### config.mk
export PLATFORM = sky130hd
export DESIGN_NAME = player_lane_fsm
export DESIGN_NICKNAME = d
export VERILOG_FILES = /design/src/rtl/player_lane_fsm.sv
export SDC_FILE = /design/constraint.sdc
export NUM_CORES = 1
export LEC_CHECK = 0
export ABC_AREA = 1
export CAP_MARGIN = 10
export CORE_UTILIZATION = 51
export DETAILED_ROUTE_END_ITERATION = 8
export PLACE_DENSITY = 0.79
export SYNTH_ARGS = -nofsm -noshare
export SYNTH_HDL_FRONTEND = slang
export SYNTH_SLANG_ARGS = --single-unit
### constraint.sdc
create_clock -name clk -period 2.1 [get_ports clk]
set_clock_uncertainty 0.15 [all_clocks]
set_input_delay 0.21 -clock clk [delete_from_list [all_inputs] [get_ports clk]]
set_output_delay 0.21 -clock clk [all_outputs]
set_load 0.01 [all_outputs]
### src/rtl/player_lane_fsm.sv
// Player ship lane controller: edge-detected left/right moves across NUM_POS lanes, each move
// sequenced as an erase pass of the old sprite followed by a draw pass of the new one.
module player_lane_fsm #(
  parameter int unsigned NUM_POS     = 4,
  parameter int unsigned POS_W       = 2,
  parameter int unsigned DRAW_CYCLES = 100,
  parameter int unsigned CNT_W       = 8,
  parameter int unsigned WRAP        = 0
) (
  input  logic               clk,
  input  logic               resetn,
  input  logic               left_key,
  input  logic               right_key,
  input  logic               redraw_req,
  output logic [POS_W-1:0]   pos,
  output logic [POS_W-1:0]   draw_pos,
  output logic [CNT_W-1:0]   pix_count,
  output logic               in_erase,
  output logic               in_draw,
  output logic               busy,
  output logic [NUM_POS-1:0] ld_pos,
  output logic               move_done
);

  typedef enum logic [1:0] {StIdle, StErase, StDraw} state_e;

  localparam logic [POS_W-1:0] LastPos = POS_W'(NUM_POS - 1);
  localparam logic [CNT_W-1:0] LastPix = CNT_W'(DRAW_CYCLES - 1);

  state_e             state_q, state_d;
  logic [POS_W-1:0]   pos_q, pos_d;
  logic [POS_W-1:0]   target_q, target_d;
  logic [CNT_W-1:0]   pix_q, pix_d;
  logic               left_q, right_q;
  logic               pend_valid_q, pend_valid_d;
  logic               pend_right_q, pend_right_d;
  logic               move_flag_q, move_flag_d;

  logic               l_edge, r_edge, pass_last;
  logic               req_valid, req_right, req_legal;
  logic [POS_W-1:0]   req_target;

  always_ff @(posedge clk or negedge resetn) begin
    if (!resetn) begin
      state_q      <= StDraw;
      pos_q        <= '0;
      target_q     <= '0;
      pix_q        <= '0;
      left_q       <= 1'b0;
      right_q      <= 1'b0;
      pend_valid_q <= 1'b0;
      pend_right_q <= 1'b0;
      move_flag_q  <= 1'b0;
    end else begin
      state_q      <= state_d;
      pos_q        <= pos_d;
      target_q     <= target_d;
      pix_q        <= pix_d;
      left_q       <= left_key;
      right_q      <= right_key;
      pend_valid_q <= pend_valid_d;
      pend_right_q <= pend_right_d;
      move_flag_q  <= move_flag_d;
    end
  end

  always_comb begin
    l_edge    = left_key & ~left_q;
    r_edge    = right_key & ~right_q;
    pass_last = (pix_q == LastPix);

    // A buffered move outranks any fresh edge seen in the same idle cycle.
    if (state_q == StIdle && pend_valid_q) begin
      req_valid = 1'b1;
      req_right = pend_right_q;
    end else begin
      req_valid = l_edge ^ r_edge;
      req_right = r_edge;
    end

    req_legal  = 1'b1;
    req_target = pos_q;
    if (req_right) begin
      if (pos_q == LastPos) begin
        req_legal  = (WRAP != 0);
        req_target = '0;
      end else begin
        req_target = pos_q + POS_W'(1);
      end
    end else begin
      if (pos_q == '0) begin
        req_legal  = (WRAP != 0);
        req_target = LastPos;
      end else begin
        req_target = pos_q - POS_W'(1);
      end
    end

    state_d      = state_q;
    pos_d        = pos_q;
    target_d     = target_q;
    pix_d        = pix_q;
    pend_valid_d = pend_valid_q;
    pend_right_d = pend_right_q;
    move_flag_d  = move_flag_q;

    // Pending buffer: loaded while busy, or refilled in the idle cycle that consumes it.
    if (state_q != StIdle || pend_valid_q) begin
      if (state_q == StIdle) pend_valid_d = 1'b0;
      if (l_edge && r_edge) begin
        pend_valid_d = 1'b0;
      end else if (l_edge || r_edge) begin
        pend_valid_d = 1'b1;
        pend_right_d = r_edge;
      end
    end

    unique case (state_q)
      StIdle: begin
        pix_d = '0;
        if (req_valid && req_legal) begin
          state_d  = StErase;
          target_d = req_target;
        end else if (!pend_valid_q && redraw_req) begin
          state_d     = StDraw;
          move_flag_d = 1'b0;
        end
      end
      StErase: begin
        if (pass_last) begin
          pix_d       = '0;
          pos_d       = target_q;
          move_flag_d = 1'b1;
          state_d     = StDraw;
        end else begin
          pix_d = pix_q + CNT_W'(1);
        end
      end
      StDraw: begin
        if (pass_last) begin
          pix_d       = '0;
          move_flag_d = 1'b0;
          state_d     = StIdle;
        end else begin
          pix_d = pix_q + CNT_W'(1);
        end
      end
      default: state_d = StIdle;
    endcase
  end

  assign pos       = pos_q;
  assign draw_pos  = pos_q;
  assign pix_count = pix_q;
  assign in_erase  = (state_q == StErase);
  assign in_draw   = (state_q == StDraw);
  assign busy      = (state_q == StErase) || (state_q == StDraw);
  assign ld_pos    = (state_q == StIdle) ? (NUM_POS'(1) << pos_q) : '0;
  assign move_done = (state_q == StDraw) && pass_last && move_flag_q;

endmodule
==> results of run 1 <==
## path summary, 6_finish.rpt
check                      slack, ns            to  cells past startpoint   startpoint
min reg2reg                     0.35   target_q[0]                      2  target_q[0]
max in group asynchronous       1.46    state_q[1]                      2       resetn
max                             0.14       in_draw                      2   state_q[1]
max reg2reg                     0.15   move_flag_q                      9   state_q[1]
min                             0.07  pix_count[1]                      2       resetn
min in group clk                0.22        left_q                      1     left_key
## layout make-up
cell class / count / area [um2] / share of cell area, %
Inverter: 30 / 115 / 6.99
Sequential cell: 19 / 478 / 29.0
Timing Repair Buffer: 31 / 299 / 18.1
Clock buffer: 4 / 26.3 / 1.59
Multi-Input combinational cell: 104 / 694 / 42.1
Tap cell: 28 / 35.0 / 2.13
## cells in the final DEF, fill, tap and decap left out, types with 3 or more instances in the layout
| cell | netlist | layout |
|---|---|---|
| nand2_1 | 37 | 37 |
| nor2_1 | 10 | 10 |
| dfrtp_1 | 18 | 17 |
| clkbuf_4 | 0 | 3 |
| inv_1 | 27 | 27 |
| nor2_4 | 2 | 3 |
| clkdlybuf4s50_1 | 0 | 17 |
| nand3_2 | 4 | 4 |
| ha_1 | 11 | 9 |
| buf_4 | 3 | 7 |
| o21ai_0 | 3 | 3 |
| nand3_1 | 9 | 9 |
| dlymetal6s2s_1 | 0 | 4 |
| nand2_4 | 3 | 3 |
| dlygate4sd2_1 | 0 | 3 |
| a21oi_1 | 4 | 4 |
## per-stage QoR
step	utilization, %	cell area, um2	total power [uW]	hold slack [ns]	worst slack [ns]
global placement	68.1	1560	1480	0.316	0.175
CTS	70.3	1620	1770	0.0757	0.0154
global route	71.7	1650	1950	0.117	0.0597
detailed placement	68.1	1560	1540	0.327	0.0648
finish	71.7	1650	1820	0.0749	0.141
floorplan	-	1290	1210	-0.236	0.316
## power breakdown
| group | total (uW) | internal, uW | switching, uW |
|---|---|---|---|
| combinational | 1080 | 480 | 595 |
| sequential | 549 | 466 | 82.8 |
| clock | 193 | 74.1 | 119 |
| total | 1820 | 1020 | 797 |
## critical path: cells and delay by family, from the launching register on
kind	cells	cell delay (ns)
fa+ha+maj	1	0.18
flops	1	0.57
buf+inv	1	0.54
## layer usage
| layer | vias to the layer above | share of wire (%) | track usage [%] |
|---|---|---|---|
| met5 | - | 0 | 0 |
| met4 | 0 | 1.9 | 11.0 |
| met3 | 4 | 2.1 | 2.61 |
| met2 | 14 | 51 | 41.0 |
| met1 | 510 | 45 | 27.7 |
| li1 | 547 | - | - |
## sequential cells by signal, summed over array words and instances, names as in the netlist
register,count
draw_pos,2
left_q,1
move_flag_q,1
pend_right_q,1
pend_valid_q,1
pix_count,8
right_q,1
state_q,2
target_q,2
## kinds of logic (layout without fill, tap and decap cells)
family	Yosys count	in the layout
AOI/OAI and AO/OA	14	14
xor gates and xnor gates	2	2
adders and majority gates	11	11
buffers and inverters	33	65
DFF	19	19
and+or+nand+nor	77	77
## repair_timing
item	CTS	global route
pin swaps	0	0
buffers inserted	1	3
resized for setup	8	4
hold endpoints to repair	0	0
endpoints found under the setup margin	6	4
==> metrics.csv, run 1 <==
metric,value,unit
Max Cap Violations,0,
CP peak stage delay,0.57,ns
Tmin final,1.96,ns
CTS Buf Count,3,
CP Class,register to output port,
# fillers,193,
Routed WL per cell,12.8,um
overflow left after global routing,0,
die outline width,52.3,um
TritonCTS Sinks,19,
"flops & latches, synth",19,
die height,52.3,um
register area share after synthesis,37.0,%
period utilization,93.3,%
top cell type's share of synthesized area,35.0,%
unrepaired setup endpoints after global routing,false,
Synth Net Count,172,
diode count,0,
Critical Path RT,1.74,ns
IO Port Bufs,24,
Crit. End Element,output port,
outcome,"complete, no violations",
hpwl dp,2.10,mm
Rel. slew slack,72.0,%
"Hold Violations, Final",0,
Post-Synth XOR/XNOR Area,1.36,%
initial DRC count,11,
Async SR Flop Fraction,100,%
initial core utilization,56.1,%
endpoints failing setup,0,
main combinational cell family by area after synthesis,simple AND/OR/NAND/NOR gates,
GRT Util Overall,23.2,%
Syn. warnings,0,
fraction of layout cells with a size suffix above 1,19.1,%
GPL Wtd Cong,0.841,
post-synthesis compound-gate area fraction,7.09,%
Routed Antenna Nets,0,
drt total wl,2.75,mm
Residual DRC,0,
largest cells by area after synthesis,"dfrtp_1, nand2_1, ha_1",
worst path arrival time,1.60,ns
Die ar.,2730,um2
"Area growth, synth to finish",27.9,%
Syn Std Cell Area,1290,um2
placed cell count,208,
"IR drop worst, VDD",0.000686,V
net count reported at finish,205,
Pre-Repair DR Iteration Count,4,
Row Count,17,
Finished Layout Cells,216,
pwr/cell area,1100,nW/um2
htree depth,1,
clk slew on worst S/H paths,0.11,ns
syn avg cell area,8.26,um2
leak pwr,0.000902,uW
ys flop type,dfrtp_1,
via count,1075,
CTS root buf,clkbuf_4,
clk buf depth,2,
Syn Inst Count,156,
CTS Hold Bufs,0,
clk_lat worst skew,0.30,ns
CP max FO,3,
Synth top cells by count,"nand2_1, inv_1, dfrtp_1",
cell taking the most area after synthesis,dfrtp_1,
Slowest cell on crit path,dfstp_2,
simple-gate area share of the yosys netlist,33.2,%
initial antenna violation count,0,
final setup TNS,0,ns
# IOs,25,
mux cell area share after synthesis,0,%
drt via density,4.98,
most frequent cell after synthesis,nand2_1,
HP Class,input pin to asynchronous set/reset pin,
Fmax achieved,511,MHz
Post-synth EDFFs,0,
worst-margin pin slew,0.420,ns
core area,2300,um2
Netlist cell types,32,
pin count of the biggest net entering global routing,20,
Post-Synth Adder-Cell Area,10.7,%
first-pass GRT wire length,4.51,mm
CTS tree,yes,
critical path launch point type,register,
vias in the first global route,1027,
final slew viol count,0,
CP Cell Sequence,"ha_1, clkdlybuf4s50_1",
Power figures use the tool's default switching activity.
==> inputs of run 2 (changes only) <==
- ABC_CLOCK_PERIOD_IN_PS: default -> 2100
- GPL_ROUTABILITY_DRIVEN: default -> 1
==> results of run 2 <==
Final layout, timing and power as in run 1 (identical DEF).
==> inputs of run 3 (changes only) <==
- REMOVE_ABC_BUFFERS: default -> 1
==> run 3 against run 2 <==
Critical path depth increased by 1; maximum frequency decreased by 0.95%; sequential cell count unchanged; clock-buffer cell count unchanged; die area unchanged; utilization increased by 0.055 points; wire length decreased by 2.4%; setup slack got worse by 0.019 ns; hold slack improved by 0.0093 ns; sequential power increased by 1%; sequential share of layout area increased by 0.13 points; cell count decreased by 0.46%.
==> metrics.csv, run 3 (synthesis gave the netlist of run 1 again) <==
metric,value,unit
outcome,"complete, no violations",
GPL Wtd Cong,0.809,
Comb pwr share,58.8,%
core area,2300,um2
cell-internal power,1010,uW
placed cell count,207,
"IR drop worst, VDD",0.000735,V
TritonCTS Sinks,19,
Routed WL per cell,12.5,um
IO Port Bufs,24,
Tmin final,1.98,ns
sequential share of power,30.9,%
GRT Util Overall,22.9,%
Crit. End Element,output port,
Rel. slew slack,71.9,%
Max Cap Violations,0,
CP Cell Sequence,"inv_2, ha_1, clkdlybuf4s50_1",
final setup TNS,0,ns
Routed Antenna Nets,0,
net count reported at finish,204,
via count,1103,
initial DRC count,21,
Crit path max-delay family,buffers and inverters,
Finished Core Util,71.8,%
htree depth,1,
initial core utilization,56.1,%
FF/Latch Area,480,um2
# fillers,197,
CTS root buf,clkbuf_4,
"commonest non-fill, non-tap cell in the layout",nand2_1,
clk_lat worst skew,0.29,ns
switching pwr,796,uW
Residual DRC,0,
"Area growth, synth to finish",28.0,%
CP max FO,4,
Die ar.,2730,um2
clock share of power,10.4,%
die outline width,52.3,um
max reg flops,8,
CTS tree,yes,
CTS Buf Count,3,
clk slew on worst S/H paths,0.11,ns
endpoints failing setup,0,
worst path arrival time,1.62,ns
pin count of the biggest net entering global routing,20,
clk buf depth,2,
Pre-Repair DR Iteration Count,4,
Finished Layout Cells,215,
post-route cell area,1650,um2
pwr/cell area,1090,nW/um2
drt total wl,2.69,mm
Critical Path RT,1.74,ns
vias in the first global route,1066,
drt via density,5.13,
first-pass GRT wire length,4.56,mm
"Hold Violations, Final",0,
die height,52.3,um
hpwl dp,2.10,mm
period utilization,94.2,%
Fmax achieved,506,MHz
initial antenna violation count,0,
Slowest cell on crit path,clkdlybuf4s50_1,
worst-margin pin slew,0.422,ns
HP Class,input pin to asynchronous set/reset pin,
DP Area,1560,um2
crit path buf inv count,2,
critical path launch point type,register,
CP peak stage delay,0.55,ns
overflow left after global routing,0,
# IOs,25,
fraction of layout cells with a size suffix above 1,21.9,%
CP Class,register to output port,
leak pwr,0.000901,uW
Sw Share,44.1,%
area of the multi-input gates,697,um2
most frequent cells in the layout,"nand2_1, inv_1, clkdlybuf4s50_1, dfrtp_1, nor2_1",
unrepaired setup endpoints after global routing,false,
diode count,0,
final slew viol count,0,
Row Count,17,
==> run 3: stage by stage <==
step | total power, uW | hold WS, ns | setup slack [ns]
5_1_grt | 1950 | 0.102 | 0.0703
3_3_place_gp | 1470 | 0.320 | 0.155
2_1_floorplan | 1200 | -0.236 | 0.315
4_1_cts | 1800 | 0.0904 | 0.00878
6_report | 1810 | 0.0842 | 0.123
3_5_place_dp | 1540 | 0.335 | 0.0815
==> run 3: worst paths after layout <==
kind                                  start           to  slack, ns  cells past startpoint
worst min register to register  move_flag_q  move_flag_q       0.36                      2
worst max-delay path             state_q[0]      in_draw       0.12                      3
worst min-delay path                 resetn  draw_pos[1]       0.08                      2
min in group clk                   left_key       left_q       0.23                      1
max in group asynchronous            resetn   state_q[1]       1.45                      2
worst max register to register   state_q[1]  move_flag_q       0.17                      9
==> run 3: power by group through the flow <==
stage / combinational [uW] / sequential (uW) / clock (uW)
global placement: 912 / 558 / 0
finish: 1060 / 557 / 187
CTS: 1060 / 552 / 191
floorplan: 644 / 553 / 0
detailed placement: 971 / 567 / 0
global route: 1180 / 567 / 203
==> run 3: area by class of cell <==
cell class	instances	share of cell area, %
multi-input cells	104	42.3
flip-flops and latches	19	29.1
repair buffers	30	17.9
inverters	30	6.98
well taps	28	2.12
clock buffers	4	1.59
==> run 3: routing by layer <==
layer	track usage, %	part of all wire, %	vias to the layer above
met5	0	0	-
met4	3.95	0.45	0
met3	3.48	3.0	2
met2	42.7	52	20
met1	27.7	45	534
li1	-	-	547
==> run 3: repair_timing <==
item,4_1_cts,5_1_grt
buffers inserted,3,1
hold buffers,0,0
pin swaps,1,0
resized for setup,7,11
setup endpoints to repair,6,5
